==> src/rtl/seq_alu_pkg.sv <==
// Shared opcodes, FSM state type and NZVC flag positions for the sequential ALU.
package seq_alu_pkg;

  localparam logic [2:0] OP_ADD = 3'b000;
  localparam logic [2:0] OP_INC = 3'b001;
  localparam logic [2:0] OP_SUB = 3'b010;
  localparam logic [2:0] OP_DEC = 3'b011;
  localparam logic [2:0] OP_AND = 3'b100;
  localparam logic [2:0] OP_OR  = 3'b101;
  localparam logic [2:0] OP_XOR = 3'b110;
  localparam logic [2:0] OP_MUL = 3'b111;

  localparam int unsigned FLAG_W = 4;
  localparam int unsigned FLAG_N = 3;
  localparam int unsigned FLAG_Z = 2;
  localparam int unsigned FLAG_V = 1;
  localparam int unsigned FLAG_C = 0;

  typedef enum logic [1:0] {
    ST_IDLE = 2'd0,
    ST_MUL  = 2'd1,
    ST_HOLD = 2'd2
  } state_t;

endpackage

==> src/rtl/seq_alu_core.sv <==
// Combinational add/sub/logic datapath; subtraction is a + ~b + 1 so carry means "no borrow".
module seq_alu_core
  import seq_alu_pkg::*;
#(
  parameter int unsigned WIDTH = 8
) (
  input  logic [2:0]        op,
  input  logic [WIDTH-1:0]  a,
  input  logic [WIDTH-1:0]  b,
  output logic [WIDTH-1:0]  result_c,
  output logic [FLAG_W-1:0] flags_c
);

  logic             is_sub;
  logic             is_unit;
  logic [WIDTH-1:0] opnd;
  logic [WIDTH-1:0] addend;
  logic [WIDTH:0]   sum;

  // INC/DEC reuse the adder with a constant one in place of b
  always_comb begin
    is_unit = (op == OP_INC) || (op == OP_DEC);
    is_sub  = (op == OP_SUB) || (op == OP_DEC);
    opnd    = is_unit ? WIDTH'(1) : b;
    addend  = is_sub ? ~opnd : opnd;
    sum     = {1'b0, a} + {1'b0, addend} + (WIDTH+1)'(is_sub);
  end

  always_comb begin
    result_c = '0;
    flags_c  = '0;
    case (op)
      OP_ADD, OP_INC, OP_SUB, OP_DEC: begin
        result_c        = sum[WIDTH-1:0];
        flags_c[FLAG_C] = sum[WIDTH];
        flags_c[FLAG_V] = (a[WIDTH-1] == addend[WIDTH-1]) && (sum[WIDTH-1] != a[WIDTH-1]);
      end
      OP_AND:  result_c = a & b;
      OP_OR:   result_c = a | b;
      OP_XOR:  result_c = a ^ b;
      default: result_c = '0;
    endcase
    flags_c[FLAG_N] = result_c[WIDTH-1];
    flags_c[FLAG_Z] = (result_c == '0);
  end

endmodule

==> src/rtl/seq_alu.sv <==
// Registered WIDTH-bit ALU with valid/ready handshake and a WIDTH-cycle shift-add multiply.
module seq_alu
  import seq_alu_pkg::*;
#(
  parameter int unsigned WIDTH = 8
) (
  input  logic              Clock,
  input  logic              Reset,
  input  logic              In_Valid,
  output logic              In_Ready,
  input  logic [2:0]        Op,
  input  logic [WIDTH-1:0]  A,
  input  logic [WIDTH-1:0]  B,
  output logic              Out_Valid,
  input  logic              Out_Ready,
  output logic [WIDTH-1:0]  Result,
  output logic [WIDTH-1:0]  Result_Hi,
  output logic [FLAG_W-1:0] NZVC
);

  localparam int unsigned CW = $clog2(WIDTH + 1);

  state_t state;
  state_t state_d;

  logic               accept;
  logic [WIDTH-1:0]   core_result_c;
  logic [FLAG_W-1:0]  core_flags_c;
  logic [WIDTH-1:0]   mcand;
  logic [WIDTH-1:0]   mplier;
  // bit 0 of the product is shifted out before it is ever needed, so it is not stored
  logic [2*WIDTH-1:1] prod;
  logic [CW-1:0]      count;
  logic [WIDTH:0]     mul_upper_c;
  logic [2*WIDTH-1:0] prod_next_c;
  logic [FLAG_W-1:0]  mul_flags_c;
  logic               mul_last;

  assign In_Ready = !Reset && ((state == ST_IDLE) || ((state == ST_HOLD) && Out_Ready));
  assign accept   = In_Valid && In_Ready;
  assign mul_last = (count == CW'(1));

  seq_alu_core #(.WIDTH(WIDTH)) u_core (
    .op       (Op),
    .a        (A),
    .b        (B),
    .result_c (core_result_c),
    .flags_c  (core_flags_c)
  );

  // One shift-add step: conditional add into the upper half, then shift right
  always_comb begin
    mul_upper_c = {1'b0, prod[2*WIDTH-1:WIDTH]} + {1'b0, (mplier[0] ? mcand : '0)};
    prod_next_c = {mul_upper_c, prod[WIDTH-1:1]};
    mul_flags_c = '0;
    mul_flags_c[FLAG_N] = prod_next_c[WIDTH-1];
    mul_flags_c[FLAG_Z] = (prod_next_c[WIDTH-1:0] == '0);
    mul_flags_c[FLAG_C] = (prod_next_c[2*WIDTH-1:WIDTH] != '0);
  end

  always_ff @(posedge Clock) begin
    if (Reset) state <= ST_IDLE;
    else       state <= state_d;
  end

  always_comb begin
    state_d = state;
    case (state)
      ST_IDLE: if (accept) state_d = (Op == OP_MUL) ? ST_MUL : ST_HOLD;
      ST_MUL:  if (mul_last) state_d = ST_HOLD;
      ST_HOLD: begin
        if (accept)         state_d = (Op == OP_MUL) ? ST_MUL : ST_HOLD;
        else if (Out_Ready) state_d = ST_IDLE;
      end
      default: state_d = ST_IDLE;
    endcase
  end

  always_ff @(posedge Clock) begin
    if (Reset) begin
      Out_Valid <= 1'b0;
      Result    <= '0;
      Result_Hi <= '0;
      NZVC      <= '0;
      mcand     <= '0;
      mplier    <= '0;
      prod      <= '0;
      count     <= '0;
    end else begin
      Out_Valid <= (state_d == ST_HOLD);
      if (accept) begin
        if (Op == OP_MUL) begin
          mcand  <= A;
          mplier <= B;
          prod   <= '0;
          count  <= CW'(WIDTH);
        end else begin
          Result    <= core_result_c;
          Result_Hi <= '0;
          NZVC      <= core_flags_c;
        end
      end else if (state == ST_MUL) begin
        prod   <= prod_next_c[2*WIDTH-1:1];
        mplier <= mplier >> 1;
        count  <= count - CW'(1);
        if (mul_last) begin
          Result    <= prod_next_c[WIDTH-1:0];
          Result_Hi <= prod_next_c[2*WIDTH-1:WIDTH];
          NZVC      <= mul_flags_c;
        end
      end
    end
  end

endmodule

==> config.mk <==
export PLATFORM = sky130hd
export DESIGN_NAME = seq_alu
export DESIGN_NICKNAME = d
export VERILOG_FILES = /design/src/rtl/seq_alu_pkg.sv /design/src/rtl/seq_alu_core.sv /design/src/rtl/seq_alu.sv
export SDC_FILE = /design/constraint.sdc
export NUM_CORES = 1
export LEC_CHECK = 0
export CORE_MARGIN = 3
export CORE_UTILIZATION = 46
export CTS_BUF_LIST = sky130_fd_sc_hd__clkbuf_16
export DETAILED_ROUTE_END_ITERATION = 16
export GPL_ROUTABILITY_DRIVEN = 0
export PLACE_DENSITY = 0.65
export SYNTH_ARGS = -nofsm -noshare
export SYNTH_HDL_FRONTEND = slang
export SYNTH_SLANG_ARGS = --single-unit
==> constraint.sdc <==
create_clock -name Clock -period 4.85 [get_ports Clock]
set_input_delay 1.455 -clock Clock [delete_from_list [all_inputs] [get_ports Clock]]
set_output_delay 1.455 -clock Clock [all_outputs]
set_load 0.005 [all_outputs]
# After elaboration in Yosys (flattened, before gate mapping)
# Index checks and enable logic that the tools add are counted.
dict set report totals {
  regBits 58
  latch_bits 0
  ram_bits 0
  romBits 0
  input_bits 23
  output_inout_bits 22
  memories 0
}
dict set report classes {
  n_addsub 4
  multipliers 0
  n_div 0
  order_cmp 0
  n_eq_ne 15
  n_shift 0
  n_mux 32
  bitwise_logic 4
  n_reduce_logical 19
}
# cell n
set op_table {}
lappend op_table {{8-bit 2-to-1 mux} 14}
lappend op_table {{15-bit 2-to-1 mux} 3}
lappend op_table {{8-bit case mux with 4 select lines} 1}
lappend op_table {{4-bit 2-to-1 mux} 7}
lappend op_table {{8-bit by 8-bit adder with 9-bit output} 2}
lappend op_table {{8-bit zero test} 2}
lappend op_table {{3-bit equality test, second input constant} 4}
lappend op_table {{2-bit 2-to-1 mux} 6}
lappend op_table {{9-bit by 1-bit adder with 9-bit output} 1}
lappend op_table {{8-bit bitwise AND} 1}
lappend op_table {{8-bit NOT} 1}
lappend op_table {{8-bit OR} 1}
lappend op_table {{8-bit nonzero test} 1}
lappend op_table {{8-bit XOR} 1}
lappend op_table {{3-bit by 2-bit equality test with 1-bit output, second input constant} 2}
lappend op_table {{2-bit case mux with 3 select lines} 1}
lappend op_table {{2-bit equality test, second input constant} 2}
lappend op_table {{4-bit by 1-bit equality test with 1-bit output, second input constant} 1}
lappend op_table {{1-bit logical AND} 4}
lappend op_table {{2-bit AND reduction} 2}
lappend op_table {{2-bit nonzero test} 2}
lappend op_table {{4-bit OR reduction} 1}
lappend op_table {{4-bit by 1-bit subtractor with 4-bit output, second input constant} 1}
lappend op_table {{3-bit by 1-bit equality test with 1-bit output, second input constant} 1}
lappend op_table {{10 further kinds} 12}

# Logic depth before layout (Yosys ltp)
dict set report depth {
  ltp_word 12
  ltp_mapped 12
  ltp_nobuf 11
}

# Hierarchy
# Synthesis repeated with hierarchy kept, for this count alone.
dict set report hier_totals {
  cells_unflattened 477
  hier_area_um2 3843.7
}
# module n_inst cells_each area_each_um2 seq_area_each_um2
set by_module_without_submodules {}
lappend by_module_without_submodules {seq_alu 1 325 2791.4 1161.1}
lappend by_module_without_submodules {seq_alu_core 1 152 1052.3 0.0}

# Least setup slack after synthesis
# No wires, ideal clock.
dict set report synth_timing {
  path_kind {input to register}
  startpoint {input Op[0]}
  endpoint {register NZVC[2]}
  setup_time_ns 0.116
  t_arrival_ns 4.001
  t_required_ns 4.734
  slack_ns 0.734
  stages 12
  n_path_buf 1
  cell_sequence {clkbuf_1 > nor2b_1 > a21oi_1 > o22a_1 > fa_1 > a211oi_1 > o21bai_1 > a21oi_1 > xor2_1 > o21ai_0 > and4bb_1 > a31o_1}
}
dict set report synth_via {
  elab_chain_len 11
  elab_cells_between_ends 22
  cone_classes {2 x add/sub; 8 x eq/ne; 5 x mux; 1 x bitwise; 6 x reduce/logical}
}
# item line
set synth_rtl {}
lappend synth_rtl {{start, declared} seq_alu.sv:11} ;# input logic [2:0] Op,
lappend synth_rtl {{3-bit by 1-bit equality test with 1-bit output or 3-bit by 2-bit equality test with 1-bit output (tied branches)} {seq_alu_core.sv:22, seq_alu_core.sv:32, seq_alu_core.sv:23}}
lappend synth_rtl {{1-bit logical OR} seq_alu_core.sv:22} ;# is_unit = (op == OP_INC) || (op == OP_DEC);
lappend synth_rtl {{8-bit 2-to-1 mux} seq_alu_core.sv:24} ;# opnd = is_unit ? WIDTH'(1) : b;
lappend synth_rtl {{8-bit NOT} seq_alu_core.sv:25} ;# addend = is_sub ? ~opnd : opnd;
lappend synth_rtl {{8-bit 2-to-1 mux} seq_alu_core.sv:25}
lappend synth_rtl {{8-bit by 8-bit adder with 9-bit output} seq_alu_core.sv:26} ;# sum = {1'b0, a} + {1'b0, addend} + (WIDTH+1)'(is_sub);
lappend synth_rtl {{9-bit by 1-bit adder with 9-bit output} seq_alu_core.sv:26}
lappend synth_rtl {{8-bit case mux with 4 select lines} seq_alu_core.sv:32} ;# case (op)
lappend synth_rtl {{8-bit zero test} seq_alu_core.sv:44} ;# flags_c[FLAG_Z] = (result_c == '0);
lappend synth_rtl {{4-bit 2-to-1 mux} seq_alu.sv:92} ;# if (Op == OP_MUL) begin
lappend synth_rtl {{4-bit 2-to-1 mux} seq_alu.sv:91} ;# if (accept) begin
lappend synth_rtl {{end signal, assigned} seq_alu.sv:100} ;# NZVC <= core_flags_c;
lappend synth_rtl {{end signal, assigned} seq_alu.sv:109} ;# NZVC <= mul_flags_c;
lappend synth_rtl {{end, declared} seq_alu.sv:18} ;# output logic [FLAG_W-1:0] NZVC
# Parallel ways exist; a longest one is shown, timed or not. The select of a mux whose other input is x is not followed.
# A chain may end at the register's enable or synchronous reset.

# Worst setup path in the final report
dict set report layout_timing {
  startpoint {input Op[1]}
  endpoint {register NZVC[2]}
}
# Same word-level chain as after synthesis.

==> impl_metrics.toml <==
[outcome]
outcome = "complete, no violations"

[worst_setup_path]
end_kind = "register"
rr_endpoint = "prod[15]$_SDFFE_PP0P_"
crit_path_frequent_cell = "a21oi_1"
start_kind = "input pin"
cp_max_fo = 7
criticalPathCategory = "in2reg"
slowest_stage = "clkdlybuf4s50_1"
timing.rr.start = "mplier[0]$_SDFFE_PP0P_"
r2r_setup_slack_ns = 2.42
required_ns = 5.06
path_cells = "clkdlybuf4s50_1 -> nor2b_1 -> buf_4 -> a21oi_1 -> o22a_1 -> ha_1 -> a211oi_1 -> o21bai_1 -> a21oi_1 -> xor2_1 -> o21ai_0 -> and4bb_1 -> a31o_1"
max_stage_delay_ns = 0.62
r2r_cells = 10
arrival_ns = 4.53

[clock_tree]
post_cts_resized = 0
root_buffer = "clkbuf_16"
cts_num_sinks = 57
numCtsBuffers = 9
clk_latency_ns = 0.33
clock_path_buffers = 2
postCtsHoldBufs = 0
post_cts_buffers = 0
htree_levels = 3
cts_tree = "yes"
clk_pin_slew_ns = 0.05

[routing]
vias = 3440
ant_nets = 0
wl_um = 9600
drc = 0
drt_first_pass_iters = 4
drtIter0Drc = 144
wl_per_cell_um = 15.8
vias_per_cell = 5.65

[logic_synthesis]
ys.flop_type = "dfxtp_1"
yosysSeqAreaShare_pct = 31.1
synth_seq_cells = 57
syn_area_um2 = 3670
synth_fp_nets = 521
synthArstFlopShare_pct = 0
synth_warnings = 0
synthDistinctLibCells = 56
syn_avg_cell_area_um2 = 7.93
synth_edf_count = 0
syn_inst = 463

[final_layout]
diodes = 0
area_delta_synth_final_pct = 22.0
layout-drive-gt1-share_pct = 8.24
finish.utilization_pct = 59.9
fillerInstances = 664
multi_input_area_um2 = 2320
ff_latch_area_um2 = 1140
layout.nets = 563

[global_routing]
grt_pass1_vias = 3255
antenna_found_initial = 0
grt_overflow = 0
grt_max_degree = 41
grt_pass1_wl_um = 15900
grt_usage_pct = 22.6

[sta]
setup_ws_ns = 0.536
finalCriticalPeriod_ns = 4.31
fin_tns_setup_ns = 0
holdWs_ns = 0.450
fin_crit_sh_pct = 88.9
finalClockSkew_ns = 0.00903
finalHoldViolations = 0
worst_slew_pin_slew_ns = 0.725
final-setup-viol-count = 0
timing.slew.headroom_pct = 51.7
rsz0062_at_grt = "no"
fmax_ghz = 0.232
slew_viol_final = 0

[min_path]
hold_path_end = "mcand[0]$_SDFFE_PP0P_"
hold_start = "mcand[0]$_SDFFE_PP0P_"
min_path_type = "reg2reg"
whs_path_depth = 2

[die]
die_w_um = 95.4
die_area_um2 = 9090
ios = 45
die_y_um = 95.4
start_util_pct = 49.1
num_rows = 31
core_um2 = 7490

[power]
powerDensity_nw_per_um2 = 284
vdd_drop_max_uv = 178
p_total_mw = 1.27
p_leak_nw = 1.78

[place]
dp_hpwl_um = 7080
numPortBuffers = 44
dp_worst_setup_slack_ns = 0.249

[run]
drv_cap = 0
[area by class of cell]
cell class,count,area share (%)
Clock buffer,9,5.03
Inverter,18,1.51
Timing Repair Buffer,60,12.4
Tap cell,99,2.76
Multi-Input combinational cell,359,51.8
Clock inverter,7,1.03
Sequential cell,57,25.5
[synthesized netlist by cell type, types with 3 or more instances]
cell       number  area, um^2
and2_1          9        56.3
o22ai_1         5        31.3
nand3_1        18        90.1
buf_4           3        22.5
clkbuf_1       18        67.6
o221ai_1        3        26.3
ha_1           33         413
inv_1          18        67.6
nor3_1          7        35.0
o21bai_1        3        22.5
a211oi_1        3        22.5
o21ai_0         9        45.0
a311oi_2        3        45.0
dfxtp_1        57        1140
a22oi_1         8        60.1
nor2_1         56         210
xor2_1          6        52.6
mux2i_1         8        80.1
a21oi_1        51         255
a311oi_1        4        35.0
o21ai_1         6        30.0
a21o_1          5        37.5
xnor2_1         7        61.3
nor2b_1         6        37.5
nand2b_1        4        25.0
a2111oi_1       3        30.0
a31oi_1         3        18.8
o22a_1          8        70.1
nand2_1        59         221
buf_2           6        30.0
[report_power, final]
part | internal [mW] | switching [mW]
registers | 0.480 | 0.00771
clock network | 0.344 | 0.230
logic | 0.0957 | 0.118
total | 0.919 | 0.355
[layout by cell type (no fill, tap or decap), types with 6 or more instances in the layout]
| cell type | netlist | final |
|---|---|---|
| and2_1 | 9 | 9 |
| dfxtp_1 | 57 | 57 |
| buf_4 | 3 | 16 |
| xnor2_1 | 7 | 7 |
| clkdlybuf4s50_1 | 0 | 43 |
| clkbuf_16 | 0 | 9 |
| a21oi_1 | 51 | 51 |
| o21ai_0 | 9 | 9 |
| a22oi_1 | 8 | 8 |
| o21ai_1 | 6 | 6 |
| mux2i_1 | 8 | 8 |
| ha_1 | 33 | 33 |
| o22a_1 | 8 | 8 |
| nor3_1 | 7 | 7 |
| inv_1 | 18 | 18 |
| nand3_1 | 18 | 18 |
| xor2_1 | 6 | 6 |
| nor2_1 | 56 | 56 |
| nand2_1 | 59 | 59 |
| nor2b_1 | 6 | 6 |
[how the worst max path moves through the flow]
stage                      from              endpoint  slack (ns)  cells past startpoint
after floorplan           Op[0]  NZVC[2]$_SDFFE_PP0P_        0.73                     12
after global routing      Op[1]  NZVC[2]$_SDFFE_PP0P_        0.41                     13
after global placement    Op[1]  NZVC[2]$_SDFFE_PP0P_        0.35                     13
after CTS                 Op[1]  NZVC[2]$_SDFFE_PP0P_        0.58                     13
final                     Op[1]  NZVC[2]$_SDFFE_PP0P_        0.54                     13
after detailed placement  Op[1]  NZVC[2]$_SDFFE_PP0P_        0.25                     13
[per-stage QoR]
| step | instance area [um^2] | cells |
|---|---|---|
| 2_1_floorplan | 3670 | 463 |
| 3_3_place_gp | 4210 | 593 |
| 3_5_place_dp | 4210 | 593 |
| 4_1_cts | 4480 | 609 |
| 5_1_grt | 4480 | 609 |
| 6_report | 4480 | 609 |
[registers in the layout, summed over array words and instances (netlist names)]
name,flops
NZVC,3
Out_Valid,1
Result,8
Result_Hi,8
count,4
mcand,8
mplier,8
prod,15
state,2
[layer usage]
metal / share of wire, % / vias up / GRT usage (%)
li1: - / 1734 / -
met1: 49 / 1606 / 31.0
met2: 46 / 88 / 35.5
met3: 4.2 / 12 / 4.26
met4: 1.3 / 0 / 7.93
met5: 0 / - / 0
[worst max-delay path, delay by kind of cell]
kind	cells	cell delay, ns
AOI/OAI and AO/OA	7	1.42
xor gates and xnor gates	1	0.08
adders and majority gates	1	0.35
buffers and inverters	2	0.78
and+or+nand+nor	2	0.46
[cells by family after synthesis]
kind of cell / count (synthesis) / share of synthesized area [%]
AOI/OAI and AO/OA: 127 / 23.1
xor gates and xnor gates: 13 / 3.10
adders and majority gates: 35 / 12.3
buffers and inverters: 47 / 5.72
DFF: 57 / 31.1
muxes: 9 / 2.49
and+or+nand+nor: 175 / 22.2
(Power assumes the default switching activity.)
